## config.mk

```make
export PLATFORM = sky130hd
export DESIGN_NAME = math_divider_seq_8bit
export DESIGN_NICKNAME = d
export VERILOG_FILES = /design/src/rtl/math_divider_seq_8bit.sv
export SDC_FILE = /design/constraint.sdc
export NUM_CORES = 1
export LEC_CHECK = 0
export CAP_MARGIN = 10
export CORE_MARGIN = 5
export CORE_UTILIZATION = 40
export CTS_BUF_LIST = sky130_fd_sc_hd__clkbuf_8
export CTS_CLUSTER_SIZE = 12
export DETAILED_ROUTE_END_ITERATION = 8
export PLACE_DENSITY = 0.66
export RECOVER_POWER = 25
export SLEW_MARGIN = 20
export SYNTH_ARGS = -nofsm -noshare
export SYNTH_HDL_FRONTEND = slang
export SYNTH_SLANG_ARGS = --single-unit
```

## constraint.sdc

```tcl
create_clock -name clk -period 3.9 [get_ports clk]
set_clock_uncertainty 0.1 [all_clocks]
set_input_delay 0.78 -clock clk [delete_from_list [all_inputs] [get_ports clk]]
set_output_delay 0.78 -clock clk [all_outputs]
set_load 0.01 [all_outputs]
```

## src/rtl/math_divider_seq_8bit.sv

```systemverilog
// Sequential unsigned 8-bit restoring divider sharing one 8-bit subtractor across 8 iterations.
// Optional macro MATH_DIV_EARLY_EXIT_EN finishes in one cycle when dividend < divisor.

module math_subtractor_8bit (
  input  logic [7:0] a_i,
  input  logic [7:0] b_i,
  input  logic       borrow_i,
  output logic [7:0] diff_o,
  output logic       error_o
);

  logic [8:0] borrow;

  assign borrow[0] = borrow_i;

  for (genvar i = 0; i < 8; i++) begin : g_bit
    assign diff_o[i]     = a_i[i] ^ b_i[i] ^ borrow[i];
    assign borrow[i + 1] = (~a_i[i] & b_i[i]) | (~(a_i[i] ^ b_i[i]) & borrow[i]);
  end

  // Borrow out of the MSB means a_i < b_i + borrow_i.
  assign error_o = borrow[8];

endmodule

module math_divider_seq_8bit (
  input  logic       clk,
  input  logic       reset,
  input  logic       start_i,
  input  logic [7:0] dividend_i,
  input  logic [7:0] divisor_i,
  output logic [7:0] quotient_o,
  output logic [7:0] remainder_o,
  output logic       busy_o,
  output logic       done_o,
  output logic       error_o
);

  typedef enum logic [1:0] {StIdle, StCalc, StDone} state_e;

  state_e     state_q;
  logic [7:0] q_q;
  logic [7:0] d_q;
  logic [7:0] r_q;
  logic [2:0] count_q;
  logic [7:0] quotient_q;
  logic [7:0] remainder_q;
  logic       busy_q;
  logic       done_q;
  logic       error_q;

  logic [7:0] trial;
  logic [7:0] sub_a;
  logic [7:0] sub_b;
  logic [7:0] sub_diff;
  logic       sub_err;
  logic [7:0] r_d;
  logic [7:0] q_d;
  logic       unused_r_msb;

  // R stays below 2^i after i iterations, so its MSB is always zero when shifted out.
  assign trial        = {r_q[6:0], q_q[7]};
  assign unused_r_msb = r_q[7];

`ifdef MATH_DIV_EARLY_EXIT_EN
  assign sub_a = (state_q == StCalc) ? trial : dividend_i;
  assign sub_b = (state_q == StCalc) ? d_q : divisor_i;
`else
  assign sub_a = trial;
  assign sub_b = d_q;
`endif

  math_subtractor_8bit u_sub (
    .a_i      (sub_a),
    .b_i      (sub_b),
    .borrow_i (1'b0),
    .diff_o   (sub_diff),
    .error_o  (sub_err)
  );

  always_comb begin
    r_d = sub_err ? trial : sub_diff;
    q_d = {q_q[6:0], ~sub_err};
  end

  always_ff @(posedge clk) begin
    if (reset) begin
      state_q     <= StIdle;
      q_q         <= 8'd0;
      d_q         <= 8'd0;
      r_q         <= 8'd0;
      count_q     <= 3'd0;
      quotient_q  <= 8'd0;
      remainder_q <= 8'd0;
      busy_q      <= 1'b0;
      done_q      <= 1'b0;
      error_q     <= 1'b0;
    end else begin
      done_q <= 1'b0;
      unique case (state_q)
        StIdle: begin
          busy_q <= 1'b0;
          if (start_i) begin
            if (divisor_i == 8'd0) begin
              quotient_q  <= 8'hFF;
              remainder_q <= dividend_i;
              error_q     <= 1'b1;
              busy_q      <= 1'b1;
              done_q      <= 1'b1;
              state_q     <= StDone;
`ifdef MATH_DIV_EARLY_EXIT_EN
            end else if (sub_err) begin
              quotient_q  <= 8'd0;
              remainder_q <= dividend_i;
              error_q     <= 1'b0;
              busy_q      <= 1'b1;
              done_q      <= 1'b1;
              state_q     <= StDone;
`endif
            end else begin
              q_q     <= dividend_i;
              d_q     <= divisor_i;
              r_q     <= 8'd0;
              count_q <= 3'd0;
              error_q <= 1'b0;
              busy_q  <= 1'b1;
              state_q <= StCalc;
            end
          end
        end
        StCalc: begin
          r_q     <= r_d;
          q_q     <= q_d;
          count_q <= count_q + 3'd1;
          if (count_q == 3'd7) begin
            quotient_q  <= q_d;
            remainder_q <= r_d;
            done_q      <= 1'b1;
            count_q     <= 3'd0;
            state_q     <= StDone;
          end
        end
        StDone: begin
          busy_q  <= 1'b0;
          state_q <= StIdle;
        end
        default: begin
          busy_q  <= 1'b0;
          state_q <= StIdle;
        end
      endcase
    end
  end

  assign quotient_o  = quotient_q;
  assign remainder_o = remainder_q;
  assign busy_o      = busy_q;
  assign done_o      = done_q;
  assign error_o     = error_q;

endmodule
```

; ---- After elaboration in Yosys (flattened, before gate mapping)
; Index checks and enable logic that the tools add are counted.
[totals]
ff_bits = 47
in_bits = 19
out_inout_bits = 19
word_cells = 108
[classes]
n_addsub = 1
eq_ne = 6
mux = 29
n_bitwise = 54
reduce_logical = 8
[ops]
columns = cell, n
row1 = 8-bit two-way mux, 9
row2 = 8-bit one-hot mux with 2 select lines, 3
row3 = 1-bit NOT, 17
row4 = 1-bit bitwise AND, 15
row5 = 1-bit bitwise XOR, 15
row6 = 7-bit two-way mux, 2
row7 = 7-bit one-hot mux with 2 select lines, 1
row8 = 3-bit two-way mux, 3
row9 = 8-bit zero test, 1
row10 = 2-bit != test (second input constant), 4
row11 = 1-bit OR, 7
row12 = 2-bit two-way mux, 3
row13 = 3-bit one-hot mux with 2 select lines, 1
row14 = 3-bit AND reduction, 2
row15 = 1-bit two-way mux, 4
row16 = 1-bit one-hot mux with 2 select lines, 2
row17 = 2-bit one-hot mux with 2 select lines, 1
row18 = 2-bit AND reduction, 2
row19 = 4-bit AND reduction, 1
row20 = 3-bit by 1-bit adder with 3-bit output (second input constant), 1
row21 = 3-bit == test (second input constant), 1
row22 = 2-bit by 1-bit == test with 1-bit output (second input constant), 1
row23 = 2-bit zero test, 1
row24 = 2-bit nonzero test, 1

; ---- Depth between registers and ports, before layout
; Gate-level depths: netlist (run 1).
[logic_depth]
ltp_word = 19
depth_mapped = 16
ltp_nobuf = 15

; ---- By module
; Synthesis (run 1) repeated with hierarchy kept, for this count alone.
[hier_totals]
hier_cells = 250
area_unflattened_um2 = 2250.9
[modules_own_cells]
columns = module, instances, cells_per_inst, area_per_inst_um2, seq_area_each_um2
row1 = math_divider_seq_8bit, 1, 224, 2023.2, 940.9
row2 = math_subtractor_8bit, 1, 26, 227.7, 0.0

; ---- Least setup slack after synthesis (run 1)
; No wires, ideal clock.
[synth_timing]
path_type = reg-to-reg
startpoint = reg q_q[7]
endpoint = reg remainder_q[2] (netlist: remainder_o[2])
setup_ps = 140
t_arrival_ps = 3700
required_ps = 3660
path_slack_ps = -41
stages_incl_launch_ff = 17
n_path_buf = 1
period_less_slack_ps = 3941
path_cell_list = dfxtp_1 -> inv_1 -> ha_1 -> inv_1 -> fa_1 -> inv_1 -> fa_1 -> fa_1 -> fa_1 -> fa_1 -> fa_1 -> fa_1 -> buf_2 -> nand2_1 -> o21ai_0 -> mux2i_1 -> a211oi_2
[synth_between]
elab_chain_cells = 19
elab_cells_between_ends = 20
classes_between = mux: 3 / bitwise: 17
[synth_rtl]
columns = item, line
row1 = from (decl), 42  ; logic [7:0] q_q;
row2 = from (signal assigned), 121  ; q_q <= dividend_i;
row3 = from (signal assigned), 133  ; q_q <= q_d;
row4 = 1-bit NOT *, 18  ; assign borrow[i + 1] = (~a_i[i] & b_i[i]) | (~(a_i[i] ^ b_i[i]) & borrow[i]);
row5 = 1-bit bitwise AND * (2 in a row), 18
row6 = 1-bit OR *, 18
row7 = 1-bit bitwise AND, 18
row8 = 1-bit OR, 18
row9 = 1-bit bitwise AND, 18
row10 = 1-bit OR, 18
row11 = 1-bit bitwise AND, 18
row12 = (+2 left out), n/a
row13 = 1-bit OR, 18
row14 = 1-bit bitwise AND, 18
row15 = 1-bit OR, 18
row16 = 1-bit bitwise AND, 18
row17 = 1-bit OR, 18
row18 = 8-bit two-way mux *, 82  ; r_d = sub_err ? trial : sub_diff;
row19 = 8-bit two-way mux *, 135  ; if (count_q == 3'd7) begin
row20 = 8-bit one-hot mux with 2 select lines *, 100  ; unique case (state_q)
row21 = to (signal assigned), 106  ; remainder_q <= dividend_i;
row22 = to (signal assigned), 137  ; remainder_q <= r_d;
row23 = to (decl), 47  ; logic [7:0] remainder_q;
; Every way passes the cells marked *; elsewhere a longest branch is shown, timed or not. The select of a mux whose other input is x is not followed.
; A chain may end at the register's enable or synchronous reset.

; ---- Worst setup path in the final report (run 1)
[layout_timing]
startpoint = reg q_q[7]
endpoint = reg remainder_q[0] (netlist: remainder_o[0])
[layout_between]
elab_chain_cells = 19
elab_cells_between_ends = 20
classes_between = mux: 3 / bitwise: 17
[layout_rtl]
columns = item, line
row1 = 1-bit NOT, 18
row2 = 1-bit bitwise AND (2 in a row), 18
row3 = 1-bit OR, 18
row4 = 1-bit bitwise AND, 18
row5 = 1-bit OR, 18
row6 = 1-bit bitwise AND, 18
row7 = 1-bit OR, 18
row8 = 1-bit bitwise AND, 18
row9 = (+2 left out), n/a
row10 = 1-bit OR, 18
row11 = 1-bit bitwise AND, 18
row12 = 1-bit OR, 18
row13 = 1-bit bitwise AND, 18
row14 = 1-bit OR, 18
row15 = 8-bit two-way mux *, 82
row16 = 8-bit two-way mux *, 135
row17 = 8-bit one-hot mux with 2 select lines *, 100
; Marked as above.

==> impl_metrics.csv, run 1 <==
group,metric,value,unit
run_status,status,"completed",
logic_synthesis,netlist_top_cells_area,"dfxtp_1 41%, mux2i_1 9.7%, nor2_1 7.9%, fa_1 6.2%, a211oi_2 4.4%",
run,max_cap_viol_count,0,
logic_synthesis,yosysUniqueCellTypes,35,
sta,tightest_slew,963,ps
clock_tree,cts_buffer_depth,2,
clock_tree,cts_sinks,47,
sta,hold_viol,0,
sta,setup-violations-final,0,
clock_tree,clk_pin_slew,90,ps
sta,drv_slew,0,
logic_synthesis,yosys-top-cells-count,"48 x nor2_1, 47 x dfxtp_1, 22 x mux2i_1",
worst_setup_path,crit_buf_inv,4,
min_path,min_path_cells,2,
place,place.gp.congestion,0.751,
worst_setup_path,start_kind,"register",
pwr,max-vdd-ir-drop,0.165,mV
worst_setup_path,worst_path_most_repeated_cell,"fa_2",
place,dp_slack,-308,ps
logic_synthesis,syn_avg_cell_area,9.53,sq um
worst_setup_path,crit_chain,"inv_2 -> ha_4 -> inv_2 -> fa_2 -> inv_2 -> fa_2 -> fa_2 -> fa_2 -> fa_2 -> fa_2 -> fa_2 -> buf_12 -> a211oi_4 -> a21oi_2 -> a211oi_2",
drt,drt-wirelength-per-cell,14.3,microns
sta,fin_ws,84.1,ps
cells_and_area,fin_nets,305,
worst_setup_path,path_depth,15,
global_routing,grt_pass1_vias,1684,
pwr,leakage,0.00113,uW
worst_setup_path,r2r_cells,15,
worst_setup_path,startpoint,"q_q[7]",
logic_synthesis,ys_seq_elements,47,
cells_and_area,num_antenna_cells,0,
worst_setup_path,worstSetupEndpointType,"register",
sta,max_freq,262,MHz
sta,period_share,97.8,%
logic_synthesis,yosysMostFrequentCell,"nor2_1",
drt,routed_wl,4.99,mm
global_routing,grt_max_degree,48,
die,rows,27,
clock_tree,cts-root-buf,"clkbuf_8",
logic_synthesis,ys.warnings.count,0,
worst_setup_path,r2r-start,"q_q[7]",
logic_synthesis,seq_area_frac_synth,41.3,%
worst_setup_path,crit_slowest_cell,"fa_2",
global_routing,grt_pass1_wl,8.31,mm
logic_synthesis,synth_top_area_share,41.3,%
die,dieArea,7300,sq um
worst_setup_path,timing.rr.end,"remainder_o[0]",
min_path,hold_class,"register to register",
cells_and_area,fillers,497,
logic_synthesis,synth_area,2280,sq um
drt,drtAntennaViolNets,0,
worst_setup_path,cp_top_family,"adder cells",
drt,vias,1745,
die,io_pins,38,
clock_tree,htree_levels,2,
drt,viasPerCell,5.00,
worst_setup_path,r2r_slack,80,ps
worst_setup_path,slowest_delay,400,ps
clock_tree,clk_latency,300,ps
clock_tree,cts-buffers-inserted,5,
logic_synthesis,async_flop_share,0,%
logic_synthesis,synth.largest_area_cell,"dfxtp_1",
cells_and_area,layout-drive-gt1-share,21.3,%
global_routing,grt_overflow_total,0,
global_routing,grt_use_total,14.0,%
min_path,hp-start,"remainder_o[1]",
logic_synthesis,netlist_instances,239,
place,place.detailed.hpwl,3.30,mm
logic_synthesis,synthesis.nets,268,
cells_and_area,synthToLayoutAreaGrowth,28.7,%
min_path,min_to,"remainder_o[1]",
die,die_h,85.5,microns
clock_tree,cts_tree,"built",
die,die-width,85.5,microns
worst_setup_path,worst_ep_required_time,4020,ps
pwr,powerDensity,398,nW/um^2
logic_synthesis,synthFlopType,"dfxtp_1",
sta,fin_crit,3820,ps
place,io_buffers,37,
worst_setup_path,crit_fanout,5,
worst_setup_path,cp.arrival,3940,ps
drt,drc,0,
sta,finalSetupTns,0,ps
drt,first_iter_violations,97,
die,start_util,41.4,%
sta,maxSlewHeadroom,35.8,%
worst_setup_path,critPathKind,"register to register",
sta,rsz0062_at_grt,"true",
drt,first_pass_iters,4,
global_routing,antenna_found_initial,0,
die,core,5510,sq um
logic_synthesis,synth_edf_count,0,
[cells by family (layout without fill, tap and decap cells)]
family,Yosys count,count (layout),share of synthesized area (%)
AO/OA/AOI/OAI,40,40,15.2
multiplexers,22,22,9.67
AND/OR/NAND/NOR,93,93,19.6
adder cells (fa/ha/maj),10,10,7.80
flip-flops,47,47,41.3
buffers and inverters,27,65,6.43
[what timing repair did]
item | CTS | global route
resized for setup | 19 | 11
cloned | 0 | 1
pin swaps | 3 | 4
endpoints found under the setup margin | 15 | 15
hold buffers | 0 | 0
buffers inserted | 2 | 1
[power breakdown]
part	total (uW)	internal, uW	switching [uW]
Combinational	272	138	134
Clock	373	208	166
Sequential	521	502	19.4
[worst min-delay path, cell delays in order, from the launching register on]
cell and delay [ps]:
dfxtp_1 320, nand2b_1 80, a21oi_2 50
[area by class of cell]
cell class                      instances  area (sq um)  area share (%)
Clock buffer                            6          82.6            2.82
Clock inverter                          2          35.0            1.20
Inverter                               10          37.5            1.28
Multi-Input combinational cell        165          1270            43.4
Sequential cell                        47           942            32.1
Tap cell                               72          90.1            3.07
Timing Repair Buffer                   47           470            16.0
[cell usage in the layout (no fill, tap or decap), drive strengths merged, types with 7 or more instances in the layout]
master         instances
a211oi                15
a2bb2oi                7
buf                   10
clkbuf                 7
clkdlybuf4s50         22
dfxtp                 47
dlygate4sd3           14
fa                     7
inv                   10
mux2i                 22
nand2                 18
nor2                  52
nor3                  10
[metrics by stage]
stage	total power (uW)	area, sq um	utilization [%]	hold WS [ps]	instances
6_report	1170	2930	53.2	388	349
5_1_grt	1230	2930	53.2	417	349
4_1_cts	1150	2870	52.1	394	347
3_5_place_dp	727	2670	48.5	378	337
3_3_place_gp	723	2670	48.5	367	337
2_1_floorplan	662	2280	-	360	239
[sequential cells by signal, indices dropped and copies added, names as in the netlist]
register     cells
state_q          2
error_o          1
done_o           1
d_q              8
q_q              8
count_q          3
r_q              7
quotient_o       8
busy_o           1
remainder_o      8
[worst max path at each step]
stage                      to  slack [ps]
2_1_floorplan  remainder_o[1]          30
3_3_place_gp   remainder_o[0]        -220
3_5_place_dp   remainder_o[0]        -310
4_1_cts        remainder_o[7]          20
5_1_grt        remainder_o[0]         -90
6_report       remainder_o[0]          80
[metal layers]
layer  part of all wire (%)  track usage (%)  vias up  wire length (microns)
li1                       -                -      893                      -
met1                     48             19.2      809                   2400
met2                     46             21.2       39                   2300
met3                    5.0             4.27        4                    250
met4                   0.80             3.88        0                     40
met5                      0                0        -                      0
(Power assumes the default switching activity.)
==> run 2: changes to the inputs <==
--- a/config.mk
+++ b/config.mk
@@ -8,7 +8,6 @@
 export CAP_MARGIN = 10
 export CORE_MARGIN = 5
 export CORE_UTILIZATION = 40
-export CTS_BUF_LIST = sky130_fd_sc_hd__clkbuf_8
 export CTS_CLUSTER_SIZE = 12
 export DETAILED_ROUTE_END_ITERATION = 8
 export PLACE_DENSITY = 0.66
==> constraint.sdc (replaced) <==
create_clock -name clk -period 3.4 [get_ports clk]
set_clock_uncertainty 0.1 [all_clocks]
set_input_delay 0.68 -clock clk [delete_from_list [all_inputs] [get_ports clk]]
set_output_delay 0.68 -clock clk [all_outputs]
set_load 0.01 [all_outputs]
==> impl_metrics.csv, run 2 (same netlist as run 1, synthesis figures left out) <==
group,metric,value,unit
global_routing,grt_overflow_total,0,
die,die-width,85.5,microns
worst_setup_path,slowest_delay,380,ps
die,dieArea,7300,sq um
drt,viasPerCell,4.97,
place,dp_slack,-480,ps
clock_tree,clk_pin_slew,90,ps
worst_setup_path,worst_path_most_repeated_cell,"fa_2",
pwr,powerDensity,424,nW/um^2
cells_and_area,num_antenna_cells,0,
die,core,5510,sq um
die,die_h,85.5,microns
place,place.gp.congestion,0.735,
worst_setup_path,timing.rr.end,"remainder_o[0]",
global_routing,grt_pass1_vias,1738,
worst_setup_path,path_depth,15,
sta,drv_slew,0,
clock_tree,htree_levels,2,
worst_setup_path,crit_chain,"inv_2 -> ha_4 -> inv_2 -> fa_2 -> inv_2 -> fa_2 -> fa_2 -> fa_2 -> fa_2 -> fa_2 -> fa_2 -> buf_4 -> a211oi_2 -> a21oi_1 -> a211oi_2",
place,io_buffers,37,
worst_setup_path,worstSetupEndpointType,"register",
cells_and_area,layout-drive-gt1-share,25.0,%
cells_and_area,layout_common_cells,"48 x nor2_1, 46 x dfxtp_1, 36 x clkdlybuf4s50_1",
worst_setup_path,worst_ep_required_time,3510,ps
global_routing,grt_use_total,14.1,%
cells_and_area,fin_nets,308,
cells_and_area,synthToLayoutAreaGrowth,29.3,%
sta,fin_ws,-366,ps
global_routing,grt_pass1_wl,8.41,mm
pwr,power,1250,uW
drt,routed_wl,4.90,mm
drt,drt-wirelength-per-cell,13.9,microns
worst_setup_path,crit_fanout,3,
global_routing,antenna_found_initial,0,
worst_setup_path,r2r_cells,15,
worst_setup_path,r2r_slack,-370,ps
run_status,failed_checks,"negative setup slack",
worst_setup_path,startpoint,"q_q[7]",
sta,period_share,111,%
clock_tree,holdBufCountCts,0,
clock_tree,cts_tree,"built",
worst_setup_path,crit_buf_inv,4,
pwr,leakage,0.00108,uW
cells_and_area,fin_util,53.5,%
worst_setup_path,critPathKind,"register to register",
clock_tree,clk_latency,300,ps
sta,hold_viol,0,
sta,maxSlewHeadroom,36.3,%
drt,first_pass_iters,4,
die,rows,27,
worst_setup_path,endpoint,"remainder_o[0]",
sta,tightest_slew,956,ps
drt,first_iter_violations,66,
sta,rsz0062_at_grt,"true",
cells_and_area,stdcell_area,2950,sq um
sta,setup-violations-final,17,
drt,vias,1751,
clock_tree,cts_sinks,47,
worst_setup_path,r2r-start,"q_q[7]",
run,max_cap_viol_count,0,
die,start_util,41.4,%
place,place_area,2720,sq um
sta,fin_crit,3770,ps
worst_setup_path,cp.arrival,3880,ps
cells_and_area,layout_commonest_cell,"nor2_1",
sta,max_freq,266,MHz
clock_tree,cts_buffer_depth,2,
pwr,max-vdd-ir-drop,0.160,mV
worst_setup_path,crit_slowest_cell,"fa_2",
clock_tree,cts-root-buf,"clkbuf_8",
worst_setup_path,start_kind,"register",
die,io_pins,38,
worst_setup_path,cp_top_family,"adder cells",
drt,drtAntennaViolNets,0,
clock_tree,cts-buffers-inserted,5,
global_routing,grt_max_degree,48,
place,place.detailed.hpwl,3.39,mm
drt,drc,0,
min_path,hold_class,"register to register",
run_status,status,"finished, violations left",
-- run 2: per-layer routing --
layer  up-vias  global-route usage [%]  share of wire, %
li1        893                       -                 -
met2        39                    22.5                46
met4         0                    4.03               1.1
met5         -                       0                 0
met1       814                    19.0                47
met3         5                    3.50               5.6
-- run 2: final cells by class --
| type | count | area, sq um |
|---|---|---|
| Inverter | 10 | 37.5 |
| Clock buffer | 5 | 68.8 |
| Timing Repair Buffer | 50 | 470 |
| Clock inverter | 3 | 20.0 |
| Sequential cell | 47 | 942 |
| Multi-Input combinational cell | 165 | 1320 |
| Fill cell | 508 | 2560 |
| Tap cell | 72 | 90.1 |
-- run 2: what timing repair did --
item | 4_1_cts | 5_1_grt
gates cloned | 0 | 0
pin swaps | 4 | 8
buffers inserted | 3 | 1
resized for setup | 11 | 19
endpoints found under the setup margin | 17 | 17
-- run 2: report_power, final --
group / total, uW / leakage (uW) / internal (uW) / switching [uW]
Sequential: 599 / 0.000383 / 576 / 23.2
Combinational: 316 / 0.000656 / 155 / 160
Clock: 334 / 0.0000402 / 143 / 191
Total: 1250 / 0.00108 / 874 / 374
-- run 2: worst register-to-register path, delay by kind of cell (launching register included) --
family                     cells  cell delay (ps)
adders and majority gates      8             2440
AOI/OAI and AO/OA              3              490
DFF                            1              340
buffers and inverters          4              300
-- run 2: how the worst min path moves through the flow --
stage | from | to | cells past startpoint
floorplan | d_q[1] | d_q[1] | 2
global placement | remainder_o[1] | remainder_o[1] | 2
detailed placement | remainder_o[1] | remainder_o[1] | 2
CTS | remainder_o[1] | remainder_o[1] | 2
global route | remainder_o[1] | remainder_o[1] | 2
finish | remainder_o[1] | remainder_o[1] | 2
-- run 2: stage by stage --
stage,hold slack [ps],instances,setup TNS (ps)
CTS,384,351,-4710
global placement,364,340,-4880
global route,410,352,-6560
detailed placement,374,340,-5740
floorplan,360,239,-2740
finish,388,352,-4550
==> run 3: changes to the inputs <==
--- a/config.mk
+++ b/config.mk
@@ -12,7 +12,6 @@
 export DETAILED_ROUTE_END_ITERATION = 8
 export PLACE_DENSITY = 0.66
 export RECOVER_POWER = 25
-export SLEW_MARGIN = 20
 export SYNTH_ARGS = -nofsm -noshare
 export SYNTH_HDL_FRONTEND = slang
 export SYNTH_SLANG_ARGS = --single-unit
==> impl_metrics.csv, run 3 (same netlist as run 1, synthesis figures left out) <==
group,metric,value,unit
worst_setup_path,crit_fanout,3,
sta,tightest_slew,1050,ps
cells_and_area,stdcell_area,2960,sq um
clock_tree,htree_levels,2,
worst_setup_path,critPathKind,"register to register",
sta,fin_ws,-381,ps
drt,routed_wl,5.03,mm
pwr,max-vdd-ir-drop,0.162,mV
worst_setup_path,slowest_delay,380,ps
clock_tree,cts_tree,"built",
clock_tree,cts_sinks,47,
clock_tree,holdBufCountCts,0,
drt,first_pass_iters,6,
worst_setup_path,r2r-start,"q_q[7]",
worst_setup_path,cp.arrival,3890,ps
place,io_buffers,37,
cells_and_area,synthToLayoutAreaGrowth,30.0,%
global_routing,grt_pass1_wl,8.41,mm
worst_setup_path,start_kind,"register",
place,place_area,2720,sq um
pwr,p_int,882,uW
worst_setup_path,worst_ep_required_time,3510,ps
sta,hold_viol,0,
min_path,hold_class,"register to register",
clock_tree,cts-buffers-inserted,5,
run,max_cap_viol_count,0,
die,die_h,85.5,microns
pwr,clock_power_share,26.4,%
sta,drv_slew,0,
cells_and_area,fillers,505,
pwr,power,1260,uW
min_path,hp-start,"remainder_o[1]",
clock_tree,clk_latency,300,ps
worst_setup_path,crit_slowest_cell,"fa_2",
sta,rsz0062_at_grt,"true",
cells_and_area,layout_common_cells,"48 x nor2_1, 46 x dfxtp_1, 36 x clkdlybuf4s50_1",
cells_and_area,layout_commonest_cell,"nor2_1",
clock_tree,clk_pin_slew,90,ps
pwr,p_sw,382,uW
worst_setup_path,worstSetupEndpointType,"register",
drt,viasPerCell,4.96,
clock_tree,cts_buffer_depth,2,
global_routing,grt_overflow_total,0,
worst_setup_path,crit_buf_inv,4,
global_routing,grt_use_total,14.1,%
cells_and_area,fin_nets,308,
sta,finalSetupTns,-4870,ps
sta,holdWs,388,ps
drt,drc,0,
drt,vias,1747,
global_routing,grt_pass1_vias,1738,
die,dieArea,7300,sq um
worst_setup_path,cp_top_family,"adder cells",
die,rows,27,
sta,period_share,111,%
pwr,switching_share,30.2,%
global_routing,grt_max_degree,48,
cells_and_area,num_antenna_cells,0,
die,core,5510,sq um
sta,setup-violations-final,17,
drt,drtAntennaViolNets,0,
run_status,status,"finished, violations left",
sta,fin_crit,3780,ps
die,die-width,85.5,microns
die,start_util,41.4,%
pwr,seq_power_share,47.4,%
drt,drt-wirelength-per-cell,14.3,microns
pwr,leakage,0.00108,uW
global_routing,antenna_found_initial,0,
worst_setup_path,startpoint,"q_q[7]",
pwr,powerDensity,427,nW/um^2
place,place.gp.congestion,0.735,
worst_setup_path,crit_chain,"inv_2 -> ha_4 -> inv_2 -> fa_2 -> inv_2 -> fa_2 -> fa_2 -> fa_2 -> fa_2 -> fa_2 -> fa_2 -> buf_6 -> a211oi_2 -> a21oi_1 -> a211oi_2",
clock_tree,cts-root-buf,"clkbuf_8",
worst_setup_path,worst_path_most_repeated_cell,"fa_2",
place,place.detailed.hpwl,3.39,mm
drt,first_iter_violations,74,
sta,max_freq,264,MHz
cells_and_area,layout-drive-gt1-share,25.4,%
run_status,failed_checks,"negative setup slack",
die,io_pins,38,
pwr,p_comb_share,26.2,%
cells_and_area,fin_util,53.8,%
sta,maxSlewHeadroom,29.8,%
run 3: layout make-up:
type | count | area, sq um | share of cell area [%]
clock buffer | 5 | 68.8 | 2.32
clock inverter | 3 | 20.0 | 0.676
inverter | 10 | 37.5 | 1.27
multi-input combinational | 165 | 1330 | 44.8
sequential | 47 | 942 | 31.8
tap | 72 | 90.1 | 3.04
timing repair buffer | 50 | 474 | 16.0
run 3: final timing paths:
path | cells past startpoint | slack (ps) | to
max | 15 | -380 | remainder_o[0]
max reg2reg | 15 | -380 | remainder_o[0]
min | 2 | 390 | remainder_o[1]
min reg2reg | 2 | 390 | remainder_o[1]
run 3: power groups by stage:
stage,sequential [uW],combinational (uW),clock [uW]
2_1_floorplan,605,167,0
3_3_place_gp,610,233,0
3_5_place_dp,610,235,0
4_1_cts,598,267,345
5_1_grt,603,361,365
6_report,599,331,334
run 3: worst register-to-register path, stage by stage, from the launching register on:
cell	delay, ps
dfxtp_2	340
inv_2	50
ha_4	150
inv_2	40
fa_2	180
inv_2	40
fa_2	340
fa_2	350
fa_2	350
fa_2	350
fa_2	340
fa_2	380
buf_6	150
a211oi_2	220
a21oi_1	90
a211oi_2	210
run 3: per-stage QoR:
stage / setup slack, ps / instances
2_1_floorplan: -223 / 239
3_3_place_gp: -407 / 340
3_5_place_dp: -480 / 340
4_1_cts: -346 / 351
5_1_grt: -474 / 352
6_report: -381 / 352
run 3: metal layers:
layer | wire length, microns | vias up | track usage, %
li1 | - | 892 | -
met1 | 2370 | 809 | 19.0
met2 | 2330 | 41 | 22.5
met3 | 275 | 5 | 3.50
met4 | 52 | 0 | 4.03
met5 | 0 | - | 0
run 3: repair_timing:
item / in CTS / in global routing
setup endpoints to repair: 17 / 17
buffers inserted: 3 / 1
gates resized for setup: 11 / 23
pin swaps: 4 / 8
